File: config.mk
export PLATFORM = sky130hd
export DESIGN_NAME = mem_wb_stage_flat
export DESIGN_NICKNAME = d
export VERILOG_FILES = /design/src/rtl/mem_wb_if.sv /design/src/rtl/mem_wb_stage.sv /design/src/flat_wrapper.sv
export SDC_FILE = /design/constraint.sdc
export NUM_CORES = 1
export LEC_CHECK = 0
export ABC_AREA = 1
export BUFFER_PORTS_ARGS = -buffer_cell sky130_fd_sc_hd__buf_2
export CORE_UTILIZATION = 30
export CTS_BUF_LIST = sky130_fd_sc_hd__clkbuf_16
export DETAILED_ROUTE_END_ITERATION = 6
export GPL_TIMING_DRIVEN = 1
export REMOVE_ABC_BUFFERS = 1
export SLEW_MARGIN = 0
export SYNTH_ARGS = -nofsm -noshare
export SYNTH_HDL_FRONTEND = slang
export SYNTH_SLANG_ARGS = --single-unit
File: constraint.sdc
create_clock -name clk -period 3.94 [get_ports clk]
set_clock_uncertainty 0.2 [all_clocks]
set_input_delay 0.591 -clock clk [delete_from_list [all_inputs] [get_ports clk]]
set_output_delay 0.591 -clock clk [all_outputs]
set_load 0.01 [all_outputs]
File: src/rtl/mem_wb_if.sv
// Bundle of the ALU-side input, memory req/ack bus and register-file write port
// seen by the memory/write-back stage.
interface mem_wb_if #(
    parameter int REG_AW = 3
);
    logic              in_valid;
    logic              in_ready;
    logic [1:0]        alu_op;
    logic [15:0]       alu_result;
    logic [1:0]        alu_flags;
    logic [15:0]       store_data;
    logic [REG_AW-1:0] dest_reg;
    logic              is_load;
    logic              is_store;
    logic [1:0]        wb_cond;
    logic              mem_req;
    logic              mem_we;
    logic [15:0]       mem_addr;
    logic [15:0]       mem_wdata;
    logic [15:0]       mem_rdata;
    logic              mem_ack;
    logic              rf_we;
    logic [REG_AW-1:0] rf_waddr;
    logic [15:0]       rf_wdata;
    logic [1:0]        flags_q;
    logic              err;

    // Stage side: consumes ALU results and memory responses, drives everything else.
    modport master (
        input  in_valid, alu_op, alu_result, alu_flags, store_data, dest_reg,
               is_load, is_store, wb_cond, mem_rdata, mem_ack,
        output in_ready, mem_req, mem_we, mem_addr, mem_wdata,
               rf_we, rf_waddr, rf_wdata, flags_q, err
    );

    // Environment side: ALU pipeline, memory and register file.
    modport slave (
        output in_valid, alu_op, alu_result, alu_flags, store_data, dest_reg,
               is_load, is_store, wb_cond, mem_rdata, mem_ack,
        input  in_ready, mem_req, mem_we, mem_addr, mem_wdata,
               rf_we, rf_waddr, rf_wdata, flags_q, err
    );
endinterface

File: src/rtl/mem_wb_stage.sv
// Memory/write-back stage behind the 16-bit ALU: conditional execution, flag
// register, load/store over a req/ack bus with timeout, register-file write port.
module mem_wb_stage #(
    parameter int TIMEOUT = 15,
    parameter int REG_AW  = 3
) (
    input  logic     clk,
    input  logic     rst,
    mem_wb_if.master bus
);
    typedef enum logic [0:0] {IDLE, MEM_WAIT} state_t;

    localparam logic [1:0] OP_ADD_A = 2'b00;
    localparam logic [1:0] OP_NAND  = 2'b01;
    localparam logic [1:0] OP_EQ    = 2'b10;
    localparam logic [1:0] OP_ADD_M = 2'b11;
    localparam logic [7:0] CNT_LAST = 8'(TIMEOUT - 1);

    state_t            state_reg, state_next;
    logic              in_ready_reg, in_ready_next;
    logic              mem_req_reg, mem_req_next;
    logic              mem_we_reg, mem_we_next;
    logic [15:0]       mem_addr_reg, mem_addr_next;
    logic [15:0]       mem_wdata_reg, mem_wdata_next;
    logic              rf_we_reg, rf_we_next;
    logic [REG_AW-1:0] rf_waddr_reg, rf_waddr_next;
    logic [15:0]       rf_wdata_reg, rf_wdata_next;
    logic [1:0]        flags_reg, flags_next;
    logic              err_reg, err_next;
    logic [7:0]        cnt_reg, cnt_next;
    logic [REG_AW-1:0] pend_dest_reg, pend_dest_next;

    logic accept, is_alu, cond_ok, illegal;

    always_ff @(posedge clk) begin
        if (rst) begin
            state_reg     <= IDLE;
            in_ready_reg  <= 1'b0;
            mem_req_reg   <= 1'b0;
            mem_we_reg    <= 1'b0;
            mem_addr_reg  <= '0;
            mem_wdata_reg <= '0;
            rf_we_reg     <= 1'b0;
            rf_waddr_reg  <= '0;
            rf_wdata_reg  <= '0;
            flags_reg     <= 2'b00;
            err_reg       <= 1'b0;
            cnt_reg       <= '0;
            pend_dest_reg <= '0;
        end else begin
            state_reg     <= state_next;
            in_ready_reg  <= in_ready_next;
            mem_req_reg   <= mem_req_next;
            mem_we_reg    <= mem_we_next;
            mem_addr_reg  <= mem_addr_next;
            mem_wdata_reg <= mem_wdata_next;
            rf_we_reg     <= rf_we_next;
            rf_waddr_reg  <= rf_waddr_next;
            rf_wdata_reg  <= rf_wdata_next;
            flags_reg     <= flags_next;
            err_reg       <= err_next;
            cnt_reg       <= cnt_next;
            pend_dest_reg <= pend_dest_next;
        end
    end

    always_comb begin
        state_next     = state_reg;
        mem_req_next   = mem_req_reg;
        mem_we_next    = mem_we_reg;
        mem_addr_next  = mem_addr_reg;
        mem_wdata_next = mem_wdata_reg;
        rf_we_next     = 1'b0;
        rf_waddr_next  = rf_waddr_reg;
        rf_wdata_next  = rf_wdata_reg;
        flags_next     = flags_reg;
        err_next       = err_reg;
        cnt_next       = cnt_reg;
        pend_dest_next = pend_dest_reg;

        accept  = bus.in_valid && in_ready_reg;
        is_alu  = (bus.alu_op == OP_ADD_A) || (bus.alu_op == OP_NAND);
        cond_ok = (bus.wb_cond == 2'b00) ||
                  (bus.wb_cond == 2'b10 && flags_reg[1]) ||
                  (bus.wb_cond == 2'b01 && flags_reg[0]);
        illegal = (bus.alu_op == OP_ADD_M && (bus.is_load == bus.is_store)) ||
                  (is_alu && bus.wb_cond == 2'b11);

        unique case (state_reg)
            IDLE: begin
                if (accept) begin
                    if (illegal) begin
                        err_next = 1'b1;
                    end else begin
                        unique case (bus.alu_op)
                            OP_ADD_A: if (cond_ok) begin
                                rf_we_next    = 1'b1;
                                rf_waddr_next = bus.dest_reg;
                                rf_wdata_next = bus.alu_result;
                                flags_next    = {bus.alu_flags[1], bus.alu_result == 16'h0000};
                            end
                            OP_NAND: if (cond_ok) begin
                                rf_we_next    = 1'b1;
                                rf_waddr_next = bus.dest_reg;
                                rf_wdata_next = bus.alu_result;
                                flags_next[0] = (bus.alu_result == 16'h0000);
                            end
                            OP_EQ: flags_next[0] = (bus.alu_result == 16'h0000);
                            default: begin
                                state_next     = MEM_WAIT;
                                mem_req_next   = 1'b1;
                                mem_addr_next  = bus.alu_result;
                                mem_we_next    = bus.is_store;
                                mem_wdata_next = bus.is_store ? bus.store_data : 16'h0000;
                                pend_dest_next = bus.dest_reg;
                                cnt_next       = '0;
                            end
                        endcase
                    end
                end
            end
            default: begin
                // An ack on the last counted cycle still completes normally.
                if (bus.mem_ack) begin
                    state_next   = IDLE;
                    mem_req_next = 1'b0;
                    if (!mem_we_reg) begin
                        rf_we_next    = 1'b1;
                        rf_waddr_next = pend_dest_reg;
                        rf_wdata_next = bus.mem_rdata;
                        flags_next[0] = (bus.mem_rdata == 16'h0000);
                    end
                end else if (cnt_reg == CNT_LAST) begin
                    state_next   = IDLE;
                    mem_req_next = 1'b0;
                    err_next     = 1'b1;
                end else begin
                    cnt_next = cnt_reg + 8'd1;
                end
            end
        endcase

        in_ready_next = (state_next == IDLE);
    end

    assign bus.in_ready  = in_ready_reg;
    assign bus.mem_req   = mem_req_reg;
    assign bus.mem_we    = mem_we_reg;
    assign bus.mem_addr  = mem_addr_reg;
    assign bus.mem_wdata = mem_wdata_reg;
    assign bus.rf_we     = rf_we_reg;
    assign bus.rf_waddr  = rf_waddr_reg;
    assign bus.rf_wdata  = rf_wdata_reg;
    assign bus.flags_q   = flags_reg;
    assign bus.err       = err_reg;
endmodule

File: src/flat_wrapper.sv
// flat-port wrapper written by rule: the top's interface ports become plain ports
module mem_wb_stage_flat 
#(
    parameter int TIMEOUT = 15,
    parameter int REG_AW  = 3
)
  (clk, rst, bus_in_valid, bus_alu_op, bus_alu_result, bus_alu_flags, bus_store_data, bus_dest_reg, bus_is_load, bus_is_store, bus_wb_cond, bus_mem_rdata, bus_mem_ack, bus_in_ready, bus_mem_req, bus_mem_we, bus_mem_addr, bus_mem_wdata, bus_rf_we, bus_rf_waddr, bus_rf_wdata, bus_flags_q, bus_err);
  mem_wb_if #(.REG_AW(REG_AW)) bus_i ();
  input  logic clk;
  input  logic rst;
  input wire logic [$bits(bus_i.in_valid)-1:0] bus_in_valid;
  input wire logic [$bits(bus_i.alu_op)-1:0] bus_alu_op;
  input wire logic [$bits(bus_i.alu_result)-1:0] bus_alu_result;
  input wire logic [$bits(bus_i.alu_flags)-1:0] bus_alu_flags;
  input wire logic [$bits(bus_i.store_data)-1:0] bus_store_data;
  input wire logic [$bits(bus_i.dest_reg)-1:0] bus_dest_reg;
  input wire logic [$bits(bus_i.is_load)-1:0] bus_is_load;
  input wire logic [$bits(bus_i.is_store)-1:0] bus_is_store;
  input wire logic [$bits(bus_i.wb_cond)-1:0] bus_wb_cond;
  input wire logic [$bits(bus_i.mem_rdata)-1:0] bus_mem_rdata;
  input wire logic [$bits(bus_i.mem_ack)-1:0] bus_mem_ack;
  output wire logic [$bits(bus_i.in_ready)-1:0] bus_in_ready;
  output wire logic [$bits(bus_i.mem_req)-1:0] bus_mem_req;
  output wire logic [$bits(bus_i.mem_we)-1:0] bus_mem_we;
  output wire logic [$bits(bus_i.mem_addr)-1:0] bus_mem_addr;
  output wire logic [$bits(bus_i.mem_wdata)-1:0] bus_mem_wdata;
  output wire logic [$bits(bus_i.rf_we)-1:0] bus_rf_we;
  output wire logic [$bits(bus_i.rf_waddr)-1:0] bus_rf_waddr;
  output wire logic [$bits(bus_i.rf_wdata)-1:0] bus_rf_wdata;
  output wire logic [$bits(bus_i.flags_q)-1:0] bus_flags_q;
  output wire logic [$bits(bus_i.err)-1:0] bus_err;
  assign bus_i.in_valid = bus_in_valid;
  assign bus_i.alu_op = bus_alu_op;
  assign bus_i.alu_result = bus_alu_result;
  assign bus_i.alu_flags = bus_alu_flags;
  assign bus_i.store_data = bus_store_data;
  assign bus_i.dest_reg = bus_dest_reg;
  assign bus_i.is_load = bus_is_load;
  assign bus_i.is_store = bus_is_store;
  assign bus_i.wb_cond = bus_wb_cond;
  assign bus_i.mem_rdata = bus_mem_rdata;
  assign bus_i.mem_ack = bus_mem_ack;
  assign bus_in_ready = bus_i.in_ready;
  assign bus_mem_req = bus_i.mem_req;
  assign bus_mem_we = bus_i.mem_we;
  assign bus_mem_addr = bus_i.mem_addr;
  assign bus_mem_wdata = bus_i.mem_wdata;
  assign bus_rf_we = bus_i.rf_we;
  assign bus_rf_waddr = bus_i.rf_waddr;
  assign bus_rf_wdata = bus_i.rf_wdata;
  assign bus_flags_q = bus_i.flags_q;
  assign bus_err = bus_i.err;
  mem_wb_stage #(.TIMEOUT(TIMEOUT), .REG_AW(REG_AW)) u_core (.clk(clk), .rst(rst), .bus(bus_i));
endmodule
# After elaboration in Yosys (flattened, before gate mapping)
# Cells that the tools add are included.
dict set report op_classes {
  n_addsub 1
  eq_ne 18
  muxes 53
  n_bitwise 4
  n_reduce_logical 27
}
# op n
set ops {}
lappend ops {{$mux W16} 8}
lappend ops {{$mux W8} 6}
lappend ops {{$logic_not A16 Y1} 2}
lappend ops {{$mux W1} 31}
lappend ops {{$mux W3} 7}
lappend ops {{$reduce_and A4 Y1} 3}
lappend ops {{$ne A2 B2 Y1 const B} 5}
lappend ops {{$reduce_and A5 Y1} 2}
lappend ops {{$add A8 B1 Y8 const B} 1}
lappend ops {{$eq A2 B2 Y1 const B} 4}
lappend ops {{$eq A8 B4 Y1 const B} 1}
lappend ops {{$reduce_bool A2 Y1} 4}
lappend ops {{$reduce_and A7 Y1} 1}
lappend ops {{$ne A3 B1 Y1 const B} 2}
lappend ops {{$reduce_and A6 Y1} 1}
lappend ops {{$logic_and A1 B1 Y1} 5}
lappend ops {{$eq A2 B1 Y1 const B} 2}
lappend ops {{$logic_not A2 Y1} 2}
lappend ops {{$logic_or A1 B1 Y1} 4}
lappend ops {{$ne A2 B1 Y1 const B} 2}
lappend ops {{$not A1 Y1} 4}
lappend ops {{$reduce_bool A4 Y1} 1}
lappend ops {{$ne A3 B3 Y1 const B} 1}
lappend ops {{$pmux W1 S3} 1}
lappend ops {{3 further kinds} 3}
dict set report word_totals {
  regBits 70
  input_bits 63
  word_cells 117
}

# Depth between registers and ports, before layout
# Gate-level depths: netlist of run 1.
dict set report logic_depth {
  depth_word 9
  ltp_mapped 12
  depth_no_buf 11
}

# Least setup slack after synthesis of run 1
# No wires, ideal clock.
dict set report synth_path {
  path_type {input -> register}
  from {input bus_alu_op[0]}
  to {register u_core.mem_wdata_reg[7], in the netlist u_core.bus.mem_wdata[7]}
  setup_ns 0.132
  arrival_ns 1.678
  t_required_ns 3.608
  setup_slack_ns 1.930
  cell_stages 10
  path_cell_list {inv_1 ha_1 inv_2 nand2_1 nand2_1 nand4_4 buf_4 buf_4 nand2_1 a21oi_1}
}
dict set report synth_via {
  elab_chain_len 6
}
# item line
set synth_rtl {}
lappend synth_rtl {{from (decl)} flat_wrapper.sv:12} ;# input wire logic [$bits(bus_i.alu_op)-1:0] bus_alu_op;
lappend synth_rtl {{$eq A2 B1 Y1 / $logic_not A2 Y1 (equally long branches)} {mem_wb_stage.sv:82, mem_wb_stage.sv:95}}
lappend synth_rtl {{$logic_or A1 B1 Y1} mem_wb_stage.sv:82} ;# is_alu = (bus.alu_op == OP_ADD_A) || (bus.alu_op == OP_NAND);
lappend synth_rtl {{$logic_and A1 B1 Y1} mem_wb_stage.sv:87} ;# (is_alu && bus.wb_cond == 2'b11);
lappend synth_rtl {{$logic_or A1 B1 Y1} mem_wb_stage.sv:86} ;# illegal = (bus.alu_op == OP_ADD_M && (bus.is_load == bus.is_store)) ||
lappend synth_rtl {{$not A1 Y1 (no source line)} n/a}
lappend synth_rtl {{$reduce_and A4 Y1 (no source line) (*)} n/a}
lappend synth_rtl {{to (signal assigned)} mem_wb_stage.sv:56} ;# mem_wdata_reg <= mem_wdata_next;
lappend synth_rtl {{to (decl)} mem_wb_stage.sv:24} ;# logic [15:0] mem_wdata_reg, mem_wdata_next;
# Every way passes the cells marked *; elsewhere a longest branch is shown, timed or not.
# A chain may end at the register's enable or synchronous reset.

# Worst setup path after layout of run 1
dict set report layout_path {
  from {input bus_alu_op[0]}
  to {register u_core.mem_wdata_reg[0], in the netlist u_core.bus.mem_wdata[0]}
}
# Same word-level chain as after synthesis.

==> results of run 1 <==
routing by layer:
metal	track usage	vias up	share of wire
met1	0.206	1532	0.47
met2	0.274	113	0.46
met3	0.0456	10	0.072
li1	-	1755	-
met5	0	-	0
met4	0.0362	0	0.0068
worst max-delay path, stage by stage:
cell and delay [ns]:
buf_2 0.10, inv_1 0.04, ha_1 0.21, inv_2 0.06
nand2_1 0.07, nand2_1 0.17, nand4_4 0.55, nor2_4 0.55
nand2_1 0.12, a21oi_1 0.15
path summary, 6_finish.rpt:
check	slack (ns)	to	start	cells past startpoint
setup / recovery	1.39	u_core.bus.mem_wdata[0]	bus_alu_op[0]	10
hold / removal	0.25	u_core.pend_dest_reg[1]	u_core.pend_dest_reg[1]	2
setup reg to reg	1.53	u_core.bus.mem_wdata[0]	u_core.state_reg	6
hold reg to reg	0.25	u_core.pend_dest_reg[1]	u_core.pend_dest_reg[1]	2
final cells by class:
cell class,count,area share
inverters,44,0.0396
well taps,136,0.0402
repair buffers,121,0.144
multi-input cells,344,0.377
clock inverters,6,0.0151
flip-flops and latches,70,0.331
clock buffers,9,0.0531
synthesized netlist by cell type, drive strengths merged:
| master | count |
|---|---|
| ha | 5 |
| and2 | 1 |
| nor2 | 98 |
| o21a | 1 |
| dfxtp | 70 |
| or2 | 3 |
| o21ai | 41 |
| nand2 | 115 |
| a21oi | 31 |
| inv | 44 |
| mux2i | 2 |
| buf | 12 |
| nand3 | 19 |
| nor3b | 2 |
| clkbuf | 11 |
| nor3 | 3 |
| a31o | 1 |
| nand4 | 22 |
where the power goes:
| part | internal, W | switching (W) |
|---|---|---|
| Combinational | 0.0000621 | 0.000106 |
| Clock | 0.000484 | 0.000308 |
| Sequential | 0.000724 | 0.00000802 |
per-stage QoR:
step | instances | setup slack (ns) | cell area (µm²) | power, W
2_1_floorplan | 458 | 1.64 | 3170 | 0.000835
3_3_place_gp | 715 | 1.06 | 3950 | 0.000914
3_5_place_dp | 715 | 1.00 | 3950 | 0.000915
4_1_cts | 730 | 1.34 | 4240 | 0.00172
5_1_grt | 730 | 1.09 | 4240 | 0.00177
6_report | 730 | 1.39 | 4240 | 0.00169
cells by family (layout without fill, tap and decap cells):
family          after synthesis  count (layout)  synth area share
mux                           2               2           0.00610
compound gates               74              74             0.115
fa+ha+maj                     5               5            0.0191
buf+inv                      67             180            0.0861
simple gates                263             263             0.347
flops                        70              70             0.427
==> run metrics, run 1 <==
Hold Violations, Final 0; Skew-Pair Late Insertion Delay 0.32 ns; worst path required time 4.00 ns; RSZ-0062 raised after global routing false; Least-Margin Pin Slew a little under 0.8 ns; Starting Density 0.314; antenna violations before repair 0; share of cells above drive strength 1 0.251; Max Cap Viol 0; first-pass GRT wire length 14800 µm; Worst Path Max Fanout between 40 and 50; most frequent cells in the layout 119 x buf_2, 114 x nand2_1, 97 x nor2_1, 70 x dfxtp_1, 37 x inv_1; Max Freq 392 MHz; Power per Cell Area 399 nW/µm²; Buffers on Ports 119; Slew Limit Fails 0; hold-fix buffer count after cts 0; final hold slack 0.248 ns; GP Congestion 0.830; total number of vias between 3000 and 4000; Yosys reg bits 70; most common cell after layout, fill and taps aside buf_2; Clock Path Buffers 2; htree depth 3; area of the multi-input gates 1600 µm²; antenna-violating nets left 0; CTS tree yes; root buffer cell clkbuf_16; Post-Synthesis Cells 481; Seq/Total Area, Yosys 0.427; vias in the first global route 3139; crit start category input port; period utilization 0.647; crit path time final around 2.6 ns; final core utilization 0.405; total leakage power 1.99 nW; core region area 10500 µm²; Arr. time, crit path roughly 2.6 ns; total grt overflow 0; Mapped Area 3280 µm²; die area 11400 µm²; yosys warns 0; initial drt markers 162; Synth cell types 29; chip height 107 µm; Final TNS setup 0 ns; Mean Syn Cell Area 6.83 µm²; pin count of the biggest net entering global routing 44; fillers between 1000 and 1500; drt pass-1 iters 4; # IOs 121; status complete, no violations; routed wire length 9130 µm; TritonCTS buffer count 9; area leader, netlist dfxtp_1; Post-CTS Resized 0; fin nets 658; critical path endpoint category flop; diode count 0; Clk pin slew, worst setup/hold paths 0.06 ns; std cell rows 37; worst vdd ir 190 µV; Layout area overhead 29.1%; kind of critical path in2reg; Setup Buffers After CTS 0; Clock Sinks 70; slew margin rel. 0.476; Die Width 107 µm; Tot GR Track Use 0.163; drt wl/cell between 10 and 15 µm; post-DP HPWL about 6400 µm; post-synth top area share 0.427; Hold/Removal Path Class reg2reg; final routed DRC violation total 0; setup violators final 0; vias per std cell ~4.7; Register Area 1400 µm²; Synth area leaders dfxtp_1 43%, nand2_1 13%, nor2_1 11%
Power figures use the tool's default switching activity.
==> run 2: changes to the inputs <==
--- a/config.mk
+++ b/config.mk
@@ -5,7 +5,7 @@
 export SDC_FILE = /design/constraint.sdc
 export NUM_CORES = 1
 export LEC_CHECK = 0
-export ABC_AREA = 1
+export ABC_AREA = 0
 export BUFFER_PORTS_ARGS = -buffer_cell sky130_fd_sc_hd__buf_2
 export CORE_UTILIZATION = 30
 export CTS_BUF_LIST = sky130_fd_sc_hd__clkbuf_16
==> constraint.sdc (replaced) <==
create_clock -name clk -period 2.1 [get_ports clk]
set_clock_uncertainty 0.2 [all_clocks]
set_input_delay 0.315 -clock clk [delete_from_list [all_inputs] [get_ports clk]]
set_output_delay 0.315 -clock clk [all_outputs]
set_load 0.01 [all_outputs]
==> run metrics, run 2 <==
Max Freq 497 MHz; Clk pin slew, worst setup/hold paths 0.06 ns (about the same); yosys warns 0 (unchanged); crit start category flop (was input port); CP max-delay cell or4_1 (was nand4_4); Post-synth ARST share 0 (unchanged); Skew-Pair Late Insertion Delay 0.34 ns (was 0.32 ns); worst hold path cell count 3 (was 2); Buffers on Ports 119 (unchanged); Largest delay share family, worst path simple AND/OR/NAND/NOR gates (unchanged); Worst Path Max Fanout 6 (was 42); routed wire length 10700 µm (was 9130 µm); Tot GR Track Use 0.179 (was 0.163); most common cell after layout, fill and taps aside buf_2 (unchanged); setup ws final 0.0862 ns (was 1.39 ns); TritonCTS buffer count 9 (unchanged); Clock power frac 0.435 (was 0.468); hold-fix buffer count after cts 0 (unchanged); critical path endpoint category flop (unchanged); slowest stage delay, CP 0.47 ns (was 0.55 ns); total leakage power 2.04 nW (was 1.99 nW); setup violators final 0 (unchanged); pin count of the biggest net entering global routing 41 (was 44); Starting Density 0.314 (about the same); slew margin rel. 0.672 (was 0.476); reg-to-reg startpoint u_core.cnt_reg[0] (was u_core.state_reg); std cell rows 38 (was 37); worst path required time 2.13 ns (was 4.00 ns); Internal Pwr Total 0.00230 W (was 0.00127 W); CTS tree yes (unchanged); ys flop type dfxtp_1 (unchanged); area leader, netlist dfxtp_1 (unchanged); chip height 110 µm (was 107 µm); initial drt markers 226 (was 162); vias in the first global route 3365 (was 3139); total number of vias 3658 (was 3410); final routed DRC violation total 0 (unchanged); antenna-violating nets left 0 (unchanged); Clock Sinks 70 (unchanged); Hold Path Sink u_core.pend_dest_reg[1] (unchanged); Critical R2R Capture u_core.cnt_reg[7] (was u_core.bus.mem_wdata[0]); worst slack, placed -0.0829 ns (was 1.00 ns); worst hold path startpoint bus_dest_reg[1] (was u_core.pend_dest_reg[1]); vias per std cell 5.23 (was 4.67); Mapped Area 3480 µm² (was 3280 µm²); dpl cells 680 (was 715); Power per Cell Area 677 nW/µm² (was 399 nW/µm²); Crit path buffers/inverters 2 (was 3); drt wl/cell 15.3 µm (was 12.5 µm); Yosys reg bits 70 (unchanged); switching share of power 0.259 (was 0.249); crit path time final 2.01 ns; period utilization 0.959; Post-Synthesis Cells 431 (was 481); htree depth 3 (unchanged); post-DP HPWL 7560 µm (was 6390 µm); total grt overflow 0 (unchanged); Mean Syn Cell Area 8.08 µm² (was 6.83 µm²); post-synth top area share 0.402 (was 0.427); Post-synth top cells 77 x a21oi_1, 70 x dfxtp_1, 60 x nand2_1 (was 114 x nand2_1, 97 x nor2_1, 70 x dfxtp_1); most frequent cell after synthesis a21oi_1 (was nand2_1); Clock Path Buffers 2 (unchanged); Layout area overhead 31.8% (was 29.1%); R2R setup slack 0.09 ns (was 1.53 ns); diode count 0 (unchanged); Flop pwr share 0.444 (was 0.433); Hold/Removal Path Class in2reg (was reg2reg); worst vdd ir 486 µV (was 190 µV); Switch Pwr 0.000805 W (was 0.000422 W); Synth cell types 52 (was 29); status complete, no violations (unchanged); # IOs 121 (unchanged); Post-synth EDFFs 0 (unchanged); Slew Limit Fails 0 (unchanged); root buffer cell clkbuf_16 (unchanged); Arr. time, crit path 2.05 ns (was 2.61 ns); Hold Violations, Final 0 (unchanged); kind of critical path reg2reg (was in2reg); Worst path depth 7 (was 10); drt pass-1 iters 4 (unchanged); Synth area leaders dfxtp_1 40%, a21oi_1 11%, nand2_1 6.5% (was dfxtp_1 43%, nand2_1 13%, nor2_1 11%); fin nets 622 (was 658); first-pass GRT wire length 16600 µm (was 14800 µm); die area 12000 µm² (was 11400 µm²); core region area 11100 µm² (was 10500 µm²); antenna violations before repair 0 (unchanged); critical-path cell list inv_1, ha_1, nand4b_1, o21ai_4, buf_4, or4_1, o311ai_0 (was buf_2, inv_1, ha_1, inv_2, nand2_1, nand2_1, nand4_4, nor2_4, nand2_1, a21oi_1); GP Congestion 0.772 (was 0.830); Worst R2R Path Depth 7 (was 6); share of cells above drive strength 1 0.336 (was 0.251); fin cells 699 (was 730); Least-Margin Pin Slew 0.488 ns (was 0.784 ns); Seq/Total Area, Yosys 0.402 (was 0.427); Comb pwr share 0.122 (was 0.099); most frequent cells in the layout 119 x buf_2, 77 x a21oi_1, 69 x dfxtp_1, 60 x nand2_1, 28 x inv_1 (was 119 x buf_2, 114 x nand2_1, 97 x nor2_1, 70 x dfxtp_1, 37 x inv_1); Die Width 110 µm (was 107 µm); Max Cap Viol 0 (unchanged)
run 2: cell count changes in the layout (fill, tap and decap cells not counted), sizes merged, moves of 18 or more:
cell,delta
a21oi,+47
nand2,-55
buf,+25
or2,+18
nor2,-90
o31ai,+18
o32ai,+20
o21ai,-35
run 2: layer usage:
metal,vias to the layer above,GRT usage,wire length [µm]
met1,1706,0.224,4740
met4,0,0.0495,112
met2,128,0.298,5140
met5,-,0,0
li1,1811,-,-
met3,13,0.0539,674
run 2: cell type report:
cell class | instances | area (µm²)
inverters | 26 | 97.6
fillers | 1130 | 6490
clock inverters | 7 | 33.8
flip-flops and latches | 70 | 1400
multi-input cells | 301 | 1820
well taps | 140 | 175
repair buffers | 146 | 836
clock buffers | 9 | 225
run 2: cell families (layout without fill, tap and decap cells):
kind of cell             after synthesis  after routing  share of synthesized area
XOR/XNOR                               2              2                    0.00719
adder cells (fa/ha/maj)                5              5                     0.0180
flip-flops                            70             70                      0.402
AO/OA/AOI/OAI                        145            145                      0.270
AND/OR/NAND/NOR                      149            149                      0.223
buffers and inverters                 60            188                     0.0791
run 2: tightest hold or removal path: cells and delay by family:
family          cells  cell delay (ns)
compound gates      1             0.05
buf+inv             1             0.10
simple gates        1             0.05
run 2: how the worst max path moves through the flow:
stage | end | start | slack [ns]
detailed placement | u_core.bus.flags_q[0] | bus_alu_op[0] | -0.08
global placement | u_core.bus.flags_q[0] | bus_alu_op[0] | -0.03
CTS | u_core.cnt_reg[7] | u_core.cnt_reg[1] | 0.09
floorplan | u_core.bus.rf_wdata[13] | u_core.state_reg | -1.14
finish | u_core.cnt_reg[7] | u_core.cnt_reg[0] | 0.09
global route | u_core.cnt_reg[6] | u_core.cnt_reg[0] | -0.01
run 2: per-stage QoR:
stage,cell area (µm²),setup TNS [ns],total power [W],util,hold slack [ns]
floorplan,3300,-59.48,0.00156,-,0.184
global placement,4310,-0.0269,0.00177,0.389,0.235
detailed placement,4310,-0.0829,0.00178,0.389,0.245
CTS,4570,0,0.00316,0.412,0.0118
global route,4590,-0.0143,0.00324,0.414,0.0204
finish,4590,0,0.00310,0.414,0.0231
run 2: what timing repair did:
| action | CTS | global route |
|---|---|---|
| endpoints found under the setup margin | 0 | 3 |
| setup buffers | 0 | 3 |
| gates resized for setup | 0 | 0 |
run 2: power groups by stage:
stage               combinational (W)  sequential [W]  clock [W]
finish                       0.000377         0.00138    0.00135
detailed placement           0.000376         0.00141          0
global route                 0.000414         0.00138    0.00144
CTS                          0.000378         0.00138    0.00141
global placement             0.000368         0.00141          0
floorplan                    0.000147         0.00142          0
==> run 3: changes to the inputs <==
--- a/config.mk
+++ b/config.mk
@@ -8,11 +8,9 @@
 export ABC_AREA = 0
 export BUFFER_PORTS_ARGS = -buffer_cell sky130_fd_sc_hd__buf_2
 export CORE_UTILIZATION = 30
-export CTS_BUF_LIST = sky130_fd_sc_hd__clkbuf_16
 export DETAILED_ROUTE_END_ITERATION = 6
 export GPL_TIMING_DRIVEN = 1
 export REMOVE_ABC_BUFFERS = 1
-export SLEW_MARGIN = 0
 export SYNTH_ARGS = -nofsm -noshare
 export SYNTH_HDL_FRONTEND = slang
 export SYNTH_SLANG_ARGS = --single-unit
==> run metrics, run 3 (synthesis gave the netlist of run 2 again) <==
slew margin rel. 0.682 (was 0.672); fillers 1127 (was 1130); antenna violations before repair 0 (unchanged); chip height 110 µm (unchanged); period utilization 0.960 (was 0.959); Hold Violations, Final 0 (unchanged); Hold/Removal Path Class in2reg (unchanged); Flop pwr share 0.437 (was 0.444); Clock Sinks 70 (unchanged); total leakage power 2.03 nW (was 2.04 nW); fin cells 699 (unchanged); fin nets 622 (unchanged); Max Cap Viol 0 (unchanged); std cell rows 38 (unchanged); first-pass GRT wire length 16600 µm (about the same); Slew Limit Fails 0 (unchanged); worst hold path startpoint bus_dest_reg[1] (unchanged); Arr. time, crit path 2.05 ns (about the same); Hold Path Sink u_core.pend_dest_reg[1] (unchanged); vias per std cell 5.23 (about the same); drt wl/cell 15.2 µm (was 15.3 µm); Tot GR Track Use 0.179 (about the same); vias in the first global route 3361 (was 3365); Starting Density 0.314 (unchanged); CP max-delay cell or4_1 (unchanged); most frequent cells in the layout 119 x buf_2, 77 x a21oi_1, 69 x dfxtp_1, 60 x nand2_1, 26 x inv_1 (was 119 x buf_2, 77 x a21oi_1, 69 x dfxtp_1, 60 x nand2_1, 28 x inv_1); Critical R2R Capture u_core.cnt_reg[7] (unchanged); post-DP HPWL 7560 µm (unchanged); critical path endpoint category flop (unchanged); Skew-Pair Late Insertion Delay 0.34 ns (about the same); Comb pwr share 0.120 (was 0.122); Worst Path Max Fanout 6 (unchanged); Switch Pwr 0.000806 W (was 0.000805 W); routed wire length 10600 µm (was 10700 µm); dpl cells 680 (unchanged); share of cells above drive strength 1 0.338 (was 0.336); Layout area overhead 32.1% (was 31.8%); TritonCTS buffer count 9 (unchanged); switching share of power 0.256 (was 0.259); total grt overflow 0 (unchanged); crit path time final 2.02 ns (was 2.01 ns); slowest stage delay, CP 0.47 ns (about the same); # IOs 121 (unchanged); Max Freq 496 MHz (was 497 MHz); Worst R2R Path Depth 7 (unchanged); pin count of the biggest net entering global routing 41 (unchanged); total number of vias 3656 (was 3658); drt pass-1 iters 6 (was 4); die area 12000 µm² (unchanged); GP Congestion 0.772 (unchanged); antenna-violating nets left 0 (unchanged); worst hold path cell count 3 (unchanged); root buffer cell clkbuf_16 (unchanged); htree depth 3 (unchanged); Power per Cell Area 686 nW/µm² (was 677 nW/µm²); kind of critical path reg2reg (unchanged); Die Width 110 µm (unchanged); Clock power frac 0.443 (was 0.435); Buffers on Ports 119 (unchanged); Least-Margin Pin Slew 0.473 ns (was 0.488 ns); Clk pin slew, worst setup/hold paths 0.06 ns (about the same); R2R setup slack 0.08 ns (was 0.09 ns); critical-path cell list inv_1, ha_1, nand4b_1, o21ai_4, buf_4, or4_1, o311ai_0 (unchanged); core region area 11100 µm² (unchanged); Clock Path Buffers 2 (unchanged); crit start category flop (unchanged); worst vdd ir 485 µV (was 486 µV); most common cell after layout, fill and taps aside buf_2 (unchanged); CTS tree yes (unchanged); Final Power 0.00315 W (was 0.00310 W); diode count 0 (unchanged); initial drt markers 162 (was 226); Post-CTS Resized 0 (unchanged); reg-to-reg startpoint u_core.cnt_reg[0] (unchanged); final routed DRC violation total 0 (unchanged); Internal Pwr Total 0.00235 W (was 0.00230 W); setup violators final 0 (unchanged); status complete, no violations (unchanged); worst path required time 2.13 ns (about the same)
[run 3: changes by cell type in the layout (fill, tap and decap cells not counted), sizes merged]
cell    change
inv         -2
clkinv      -1
clkbuf      +3
[run 3: power groups by stage]
stage | combinational, W | clock [W] | sequential (W)
after floorplan | 0.000147 | 0 | 0.00142
after global placement | 0.000368 | 0 | 0.00141
after detailed placement | 0.000376 | 0 | 0.00141
after CTS | 0.000378 | 0.00145 | 0.00138
after global routing | 0.000414 | 0.00149 | 0.00138
final | 0.000377 | 0.00140 | 0.00138
[run 3: metal layers]
| metal | up-vias | wire length [µm] | track usage |
|---|---|---|---|
| met3 | 12 | 667 | 0.0539 |
| met4 | 0 | 114 | 0.0495 |
| met5 | - | 0 | 0 |
| li1 | 1818 | - | - |
| met1 | 1695 | 4720 | 0.225 |
| met2 | 131 | 5120 | 0.296 |
[run 3: critical path: cells and delay by family, from the launching register on]
| family | cells | cell delay (ns) |
|---|---|---|
| AND/OR/NAND/NOR | 2 | 0.68 |
| flip-flops | 1 | 0.41 |
| buffers and inverters | 2 | 0.25 |
| adder cells (fa/ha/maj) | 1 | 0.21 |
| AO/OA/AOI/OAI | 2 | 0.17 |
[run 3: how the worst max path moves through the flow]
| stage | from | endpoint | cells after the start |
|---|---|---|---|
| after floorplan | u_core.state_reg | u_core.bus.rf_wdata[13] | 4 |
| after global placement | bus_alu_op[0] | u_core.bus.flags_q[0] | 8 |
| after global routing | u_core.cnt_reg[0] | u_core.cnt_reg[6] | 7 |
| final | u_core.cnt_reg[0] | u_core.cnt_reg[7] | 7 |
| after detailed placement | bus_alu_op[0] | u_core.bus.flags_q[0] | 8 |
| after CTS | u_core.cnt_reg[1] | u_core.cnt_reg[7] | 5 |
[run 3: final cells by class]
class	count	area, µm²	area share
multi-input cells	301	1820	0.395
flip-flops and latches	70	1400	0.305
repair buffers	146	836	0.182
clock buffers	12	246	0.0536
well taps	140	175	0.0381
inverters	26	97.6	0.0212
clock inverters	4	22.5	0.00490
[run 3: stage by stage]
stage          TNS [ns]  area (µm²)  utilization  hold slack, ns  setup WS, ns
2_1_floorplan    -59.48        3300            -           0.184         -1.14
3_3_place_gp    -0.0269        4310        0.389           0.235       -0.0269
3_5_place_dp    -0.0829        4310        0.389           0.245       -0.0829
4_1_cts               0        4580        0.413          0.0120        0.0861
5_1_grt         -0.0143        4600        0.415          0.0207       -0.0143
6_report              0        4600        0.415          0.0240        0.0847
[run 3: timing repair]
action / 4_1_cts / 5_1_grt
setup endpoints to repair: 0 / 3
buffers inserted: 0 / 3
hold buffers: 0 / 0
